==> config.mk <==
export PLATFORM = sky130hd
export DESIGN_NAME = miss_fill_controller
export DESIGN_NICKNAME = d
export VERILOG_FILES = /design/src/rtl/cache_fill_pkg.sv /design/src/rtl/miss_fill_controller_wrap_beat_counter.sv /design/src/rtl/miss_fill_controller.sv
export SDC_FILE = /design/constraint.sdc
export NUM_CORES = 1
export LEC_CHECK = 0
export CORE_MARGIN = 8
export CORE_UTILIZATION = 45
export CTS_CLUSTER_SIZE = 16
export DETAILED_ROUTE_END_ITERATION = 7
export PLACE_DENSITY_LB_ADDON = 0.2
export REMOVE_ABC_BUFFERS = 1
export SYNTH_ARGS = -nofsm -noshare
export SYNTH_HDL_FRONTEND = slang
export SYNTH_SLANG_ARGS = --single-unit
==> constraint.sdc <==
create_clock -name clk -period 11.69 [get_ports clk]
set_input_delay 2.9225 -clock clk [delete_from_list [all_inputs] [get_ports clk]]
set_output_delay 2.9225 -clock clk [all_outputs]
set_load 0.01 [all_outputs]
==> src/rtl/cache_fill_pkg.sv <==
// Shared types and constants for the L2 miss-fill path.
// State encoding, word geometry, error pattern and width helpers.
package cache_fill_pkg;

  typedef enum logic [1:0] {
    IDLE  = 2'd0,
    FETCH = 2'd1,
    DONE  = 2'd2,
    ERR   = 2'd3
  } fill_state_e;

  localparam int WORD_BYTES = 4;
  localparam logic [31:0] MISS_PATTERN = 32'hD00DFEED;

  function automatic int beats_f(input int block_bytes);
    return block_bytes / WORD_BYTES;
  endfunction

  function automatic int idx_w_f(input int block_bytes);
    return $clog2(block_bytes / WORD_BYTES);
  endfunction

  function automatic int wsel_w_f();
    return $clog2(WORD_BYTES);
  endfunction

endpackage

==> src/rtl/miss_fill_controller_wrap_beat_counter.sv <==
// Critical-word-first beat sequencer for one L2 block.
// Ports: load_i/word_addr_i capture a miss, adv_i steps one beat;
// nxt_addr_o is the following beat address, first_o/last_o flag the
// beat position, l1_o marks beats in the requested word's L1 half.
module wrap_beat_counter
  import cache_fill_pkg::*;
#(
  parameter int ADDR_WIDTH    = 11,
  parameter int BLOCK_SIZE    = 32,
  parameter int L1_BLOCK_SIZE = 16
) (
  input  logic                  clk,
  input  logic                  rst,
  input  logic                  load_i,
  input  logic [ADDR_WIDTH-3:0] word_addr_i,
  input  logic                  adv_i,
  output logic [ADDR_WIDTH-1:0] nxt_addr_o,
  output logic                  first_o,
  output logic                  last_o,
  output logic                  l1_o
);

  localparam int BEATS = beats_f(BLOCK_SIZE);
  localparam int IW    = idx_w_f(BLOCK_SIZE);
  localparam int WB    = wsel_w_f();
  localparam int OW    = IW + WB;
  localparam int BW    = ADDR_WIDTH - OW;
  // L1 half-select bit, expressed as a word-address bit
  localparam int HB    = $clog2(L1_BLOCK_SIZE) - WB;

  logic [BW-1:0] base_q, base_d;
  logic [IW-1:0] start_q, start_d;
  logic [IW-1:0] cnt_q, cnt_d;
  logic          half_q, half_d;
  logic [IW-1:0] idx, nidx;
  logic [ADDR_WIDTH-3:0] beat_waddr;

  always_comb begin
    base_d  = base_q;
    start_d = start_q;
    cnt_d   = cnt_q;
    half_d  = half_q;
    if (load_i) begin
      base_d  = word_addr_i[ADDR_WIDTH-3:IW];
      start_d = word_addr_i[IW-1:0];
      cnt_d   = '0;
      half_d  = word_addr_i[HB];
    end else if (adv_i) begin
      cnt_d = cnt_q + IW'(1);
    end
  end

  always_ff @(posedge clk or posedge rst) begin
    if (rst) begin
      base_q  <= '0;
      start_q <= '0;
      cnt_q   <= '0;
      half_q  <= 1'b0;
    end else begin
      base_q  <= base_d;
      start_q <= start_d;
      cnt_q   <= cnt_d;
      half_q  <= half_d;
    end
  end

  // index arithmetic is IW bits wide, so wrap is free
  assign idx        = start_q + cnt_q;
  assign nidx       = idx + IW'(1);
  assign beat_waddr = {base_q, idx};
  assign nxt_addr_o = {base_q, nidx, {WB{1'b0}}};
  assign first_o    = (cnt_q == '0);
  assign last_o     = (cnt_q == IW'(BEATS - 1));
  assign l1_o       = (beat_waddr[HB] == half_q);

endmodule

==> src/rtl/miss_fill_controller.sv <==
// Miss fill controller: fetches a full L2 block critical word first,
// returns the requested word, streams fill beats to L2/L1.
// Ports: miss_* request in, mem_* beat handshake, resp_* critical word,
// fill_* per-beat fill plus done/abort pulses. All outputs registered.
module miss_fill_controller
  import cache_fill_pkg::*;
#(
  parameter int ADDR_WIDTH     = 11,
  parameter int DATA_WIDTH     = 32,
  parameter int BLOCK_SIZE     = 32,
  parameter int L1_BLOCK_SIZE  = 16,
  parameter int TIMEOUT_CYCLES = 255,
  parameter logic [DATA_WIDTH-1:0] MISS_PATTERN =
    DATA_WIDTH'(cache_fill_pkg::MISS_PATTERN)
) (
  input  logic                  clk,
  input  logic                  rst,
  input  logic                  miss_valid,
  input  logic [ADDR_WIDTH-1:0] miss_addr,
  output logic                  miss_ready,
  output logic                  mem_req,
  output logic [ADDR_WIDTH-1:0] mem_addr,
  input  logic                  mem_ack,
  input  logic [DATA_WIDTH-1:0] mem_rdata,
  output logic                  resp_valid,
  output logic [DATA_WIDTH-1:0] resp_data,
  output logic                  resp_err,
  output logic                  fill_valid,
  output logic [ADDR_WIDTH-1:0] fill_addr,
  output logic [DATA_WIDTH-1:0] fill_data,
  output logic                  fill_l1,
  output logic                  fill_done,
  output logic                  fill_abort
);

  localparam int WB = wsel_w_f();
  localparam int TW = $clog2(TIMEOUT_CYCLES + 1);
  localparam logic [TW-1:0] TMAX = TW'(TIMEOUT_CYCLES);

  fill_state_e state_q, state_d;
  logic [TW-1:0] tmo_q, tmo_d;

  logic                  miss_ready_q, miss_ready_d;
  logic                  mem_req_q, mem_req_d;
  logic [ADDR_WIDTH-1:0] mem_addr_q, mem_addr_d;
  logic                  resp_valid_q, resp_valid_d;
  logic [DATA_WIDTH-1:0] resp_data_q, resp_data_d;
  logic                  resp_err_q, resp_err_d;
  logic                  fill_valid_q, fill_valid_d;
  logic [ADDR_WIDTH-1:0] fill_addr_q, fill_addr_d;
  logic [DATA_WIDTH-1:0] fill_data_q, fill_data_d;
  logic                  fill_l1_q, fill_l1_d;
  logic                  fill_done_q, fill_done_d;
  logic                  fill_abort_q, fill_abort_d;

  logic                  ack;
  logic                  load;
  logic [ADDR_WIDTH-1:0] nxt_addr;
  logic                  beat_first;
  logic                  beat_last;
  logic                  beat_l1;
  logic                  unused_lo;

  // acks only count while a beat is actually being requested
  assign ack  = mem_req_q & mem_ack;
  assign load = (state_q == IDLE) & miss_valid;

  // byte offset within the word never affects the fetch
  assign unused_lo = ^miss_addr[WB-1:0];

  wrap_beat_counter #(
    .ADDR_WIDTH    (ADDR_WIDTH),
    .BLOCK_SIZE    (BLOCK_SIZE),
    .L1_BLOCK_SIZE (L1_BLOCK_SIZE)
  ) u_beat (
    .clk         (clk),
    .rst         (rst),
    .load_i      (load),
    .word_addr_i (miss_addr[ADDR_WIDTH-1:WB]),
    .adv_i       (ack),
    .nxt_addr_o  (nxt_addr),
    .first_o     (beat_first),
    .last_o      (beat_last),
    .l1_o        (beat_l1)
  );

  always_comb begin
    state_d      = state_q;
    tmo_d        = tmo_q;
    mem_addr_d   = mem_addr_q;
    resp_valid_d = 1'b0;
    resp_data_d  = resp_data_q;
    resp_err_d   = 1'b0;
    fill_valid_d = 1'b0;
    fill_addr_d  = fill_addr_q;
    fill_data_d  = fill_data_q;
    fill_l1_d    = 1'b0;
    unique case (state_q)
      IDLE: begin
        tmo_d = '0;
        if (miss_valid) begin
          state_d    = FETCH;
          mem_addr_d = {miss_addr[ADDR_WIDTH-1:WB], {WB{1'b0}}};
        end
      end
      FETCH: begin
        if (ack) begin
          tmo_d        = '0;
          fill_valid_d = 1'b1;
          fill_addr_d  = mem_addr_q;
          fill_data_d  = mem_rdata;
          fill_l1_d    = beat_l1;
          if (beat_first) begin
            resp_valid_d = 1'b1;
            resp_data_d  = mem_rdata;
          end
          if (beat_last) begin
            state_d = DONE;
          end else begin
            mem_addr_d = nxt_addr;
          end
        end else begin
          tmo_d = (tmo_q == TMAX) ? TMAX : tmo_q + TW'(1);
          if (tmo_d == TMAX) begin
            state_d = ERR;
            // critical word never arrived: answer with the error pattern
            if (beat_first) begin
              resp_valid_d = 1'b1;
              resp_err_d   = 1'b1;
              resp_data_d  = MISS_PATTERN;
            end
          end
        end
      end
      DONE:    state_d = IDLE;
      ERR:     state_d = IDLE;
      default: state_d = IDLE;
    endcase
    // registered Moore outputs track the state being entered
    miss_ready_d = (state_d == IDLE);
    mem_req_d    = (state_d == FETCH);
    fill_done_d  = (state_d == DONE);
    fill_abort_d = (state_d == ERR);
  end

  always_ff @(posedge clk or posedge rst) begin
    if (rst) begin
      state_q      <= IDLE;
      tmo_q        <= '0;
      miss_ready_q <= 1'b1;
      mem_req_q    <= 1'b0;
      mem_addr_q   <= '0;
      resp_valid_q <= 1'b0;
      resp_data_q  <= '0;
      resp_err_q   <= 1'b0;
      fill_valid_q <= 1'b0;
      fill_addr_q  <= '0;
      fill_data_q  <= '0;
      fill_l1_q    <= 1'b0;
      fill_done_q  <= 1'b0;
      fill_abort_q <= 1'b0;
    end else begin
      state_q      <= state_d;
      tmo_q        <= tmo_d;
      miss_ready_q <= miss_ready_d;
      mem_req_q    <= mem_req_d;
      mem_addr_q   <= mem_addr_d;
      resp_valid_q <= resp_valid_d;
      resp_data_q  <= resp_data_d;
      resp_err_q   <= resp_err_d;
      fill_valid_q <= fill_valid_d;
      fill_addr_q  <= fill_addr_d;
      fill_data_q  <= fill_data_d;
      fill_l1_q    <= fill_l1_d;
      fill_done_q  <= fill_done_d;
      fill_abort_q <= fill_abort_d;
    end
  end

  assign miss_ready = miss_ready_q;
  assign mem_req    = mem_req_q;
  assign mem_addr   = mem_addr_q;
  assign resp_valid = resp_valid_q;
  assign resp_data  = resp_data_q;
  assign resp_err   = resp_err_q;
  assign fill_valid = fill_valid_q;
  assign fill_addr  = fill_addr_q;
  assign fill_data  = fill_data_q;
  assign fill_l1    = fill_l1_q;
  assign fill_done  = fill_done_q;
  assign fill_abort = fill_abort_q;

endmodule
==> impl_results.md <==
* Syn_area_per_cell at 9.62 sq um
* Reg power frac at roughly two fifths
* Layout cell share with drive strength beyond 1 at 6.50%
* Fill count at around 900
* Most used cell, CP: buf_4
* Slowest-stage cell, CP: nand2_2
* Maxcap violations at 0
* Bufs on Longest Clock Path at 2
* Setup bufs post-CTS at 0
* Pins Over Slew Limit at 0
* Number of synthesized flops with an enable pin at 0
* Max incr delay on CP at 0.71 ns
* CTS root buf: clkbuf_8
* Post-synthesis register bit count at 112
* Post-synth ARST share at 100%
* Gate Count Post-Synth at 505
* Logic pwr share at 45.4%
* Clk sinks at 112
* Setup-failing EPs final at 0
* Post-synth cell types at 54
* CTS Hold Bufs at 0
* Hold Violations, Final at 0
* Synth Area in Compound Gates at ~13%
* Crit path kind: input pin to flip-flop
* Worst setup margin at 6.23 ns
* Area growth syn-to-layout at 33.8%
* Total negative slack at 0 ns
* Register area share after synthesis at just under 60%
* RSZ-0062 raised after global routing: no
* Die width at 120 um
* Post-synth top flop: dfrtp_1
* Post-synthesis xor/xnor area fraction at less than 1%
* Post-synthesis mux area share at under 10%
* Largest net degree at the start of global routing at 80
* Largest family of logic cells by synthesized area: simple AND/OR/NAND/NOR gates
* Vias in the first global route at 3900
* First-pass GRT wire length at 20400 um
* Area of the multi-input gates at about 0.0019 sq mm
* Leakage at 2.93 nW
* Port Buffers at 134
* Worst-path maximum fanout at 45
* Sw Share at ~36%
* Yosys top cell area share at 57.2%
* Mapped Area at approximately 0.0049 sq mm
* Worst min path class: flip-flop to flip-flop
* Row cnt at 38
* Simple logic cell fraction of the synthesized area at 18.1%
* Reg clk slew, reported paths at 0.11 ns
* Routed WL at 12400 um
* Buf/Inv on CP at 4
* Final period util at a little under half
* Htree depth at 3
* Post-Layout Cell Count at between 700 and 800
* Slew @ Worst Pin at 0.991 ns
* DRT antenna net count at 0
* Total GRT Usage at 17.3%
* Drc violations at 0
* DR pass1 iterations at 4
* Fin crit period at around 5.5 ns
* Int Power at 1.04 mW
* Die ar. at 0.0144 sq mm
* Initial antenna violation count at 0
* Worst Setup Start Kind: input pin
* Placement Setup Slack at a little under 6 ns
* Power Dens Cells at 252 mW/mm^2
* Drt first-iter violations at around 250
* Relative slew slack at 33.9%
* Vias per cell at 5.14
* Clk Latency, worst-skew pair at 0.37 ns
* Clock Power Share at about 16%
* Peak Freq at 0.183 GHz
* Overall die height at around 120 um
* CP Data Arrival Time at between 5 and 6 ns
* Initial Utilization at a little under half
* IO Pins at 141
* Grt total ovfl at 0
* Antenna cells at 0
* Warnings, synthesis at 0
* Dpl hpwl at 8790 um
* Fin util at 60.8%
* Final nets at 680
* Placed insts at 755
* Status: finished clean
* GPL Wtd Cong at about 0.82
* Commonest non-fill, non-tap cell in the layout: nand2_1
* Setup crit end kind: flip-flop
* DR vias at just under 4k
* TritonCTS clock tree: yes
* Clock Skews at 0.0135 ns
* Total CTS buffers at 9
* WL/cell at between 15 and 20 um
* Synth Area in Adders at 1.96%
* Resized cells post-CTS at 0
* Worst path cell trace: clkdlybuf4s50_1 > and2_1 > buf_4 > nand2_2 > clkinv_1 > buf_4 > o22ai_2 > o21ai_0
* Register Area at roughly 0.0028 sq mm
* Cell taking the most area after synthesis: dfrtp_1
* VDD IR-drop max at 0.122 mV
* Tot Pwr at 1.64 mW
* Top delay family on crit path: buffers and inverters
* Commonest cells after routing, fill and taps aside: 159 x nand2_1, 134 x clkdlybuf4s50_1, 111 x dfrtp_1, 34 x o21ai_0, 31 x a21oi_1
* WP data required at 11.92 ns
* Switching pwr at 0.595 mW
* Core Box Area at 0.0107 sq mm
* Largest cells by area after synthesis: dfrtp_1 57%, nand2_1 12%, o21ai_0 3.5%
## path summary, 6_finish.rpt
kind / startpoint / to / slack [ns] / depth (start not counted)
max: mem_ack / mem_addr[7] / 6.23 / 8
min: fill_data[18] / fill_data[18] / 0.48 / 2
max reg2reg: state_q[1] / mem_addr[7] / 8.64 / 7
min reg2reg: fill_data[18] / fill_data[18] / 0.48 / 2
max in group asynchronous: rst / tmo_q[6] / 7.46 / 3
min in group asynchronous: rst / fill_data[24] / 2.89 / 2
## cell usage after synthesis (3+ instances only)
cell type and count:
nand2_1 159, dfrtp_1 111, o21ai_0 34, a21oi_1 31, nor2_1 29, clkbuf_1 18
o22ai_1 16, a22oi_1 12, inv_1 10, mux2_2 9, mux2i_1 8, buf_2 6
ha_1 6, buf_4 4, or3_1 4, xnor2_1 3
## metrics by stage
step,hold slack (ns),cell area [sq um]
after floorplan,0.452,4710
after global placement,0.458,6270
after detailed placement,0.462,6270
after CTS,0.487,6500
after global routing,0.511,6500
final,0.484,6500
## tightest hold or removal path, cell delays in order (launching register included)
cell	delay (ns)
dfrtp_1	0.36
nand2_1	0.05
nand2_1	0.05
## area by class of cell
cell class	count	share of cell area, %
clock buffers	9	1.91
clock inverters	7	1.58
inverters	11	0.674
multi-input cells	353	28.8
flip-flops and latches	112	43.1
well taps	140	2.69
repair buffers	139	21.2
## cell families after synthesis
group	count (synthesis)
AO/OA/AOI/OAI	108
multiplexers	17
other	1
adder cells (fa/ha/maj)	7
AND/OR/NAND/NOR	212
flip-flops	112
buffers and inverters	43
XOR/XNOR	5
## per-layer routing
metal,part of all wire (%),up-vias,GRT usage (%)
met1,43,1913,21.8
met3,4.9,14,3.99
met4,1.5,0,5.15
li1,-,1927,-
met5,0,-,0
met2,51,112,29.0
## power groups by stage
stage / Clock [mW] / Sequential [mW] / Combinational, mW
global placement: 0 / 0.639 / 0.735
detailed placement: 0 / 0.647 / 0.754
global route: 0.278 / 0.660 / 0.820
floorplan: 0 / 0.690 / 0.327
CTS: 0.263 / 0.639 / 0.756
finish: 0.257 / 0.638 / 0.744
## sequential cells by signal, indices dropped and copies added, names as in the netlist, 2 cells and up
register	count
resp_data	32
fill_addr	9
u_beat.cnt_q	3
tmo_q	8
u_beat.start_q	2
state_q	2
u_beat.base_q	6
mem_addr	9
fill_data	32
Note: power is estimated with default switching activity, not from simulation.
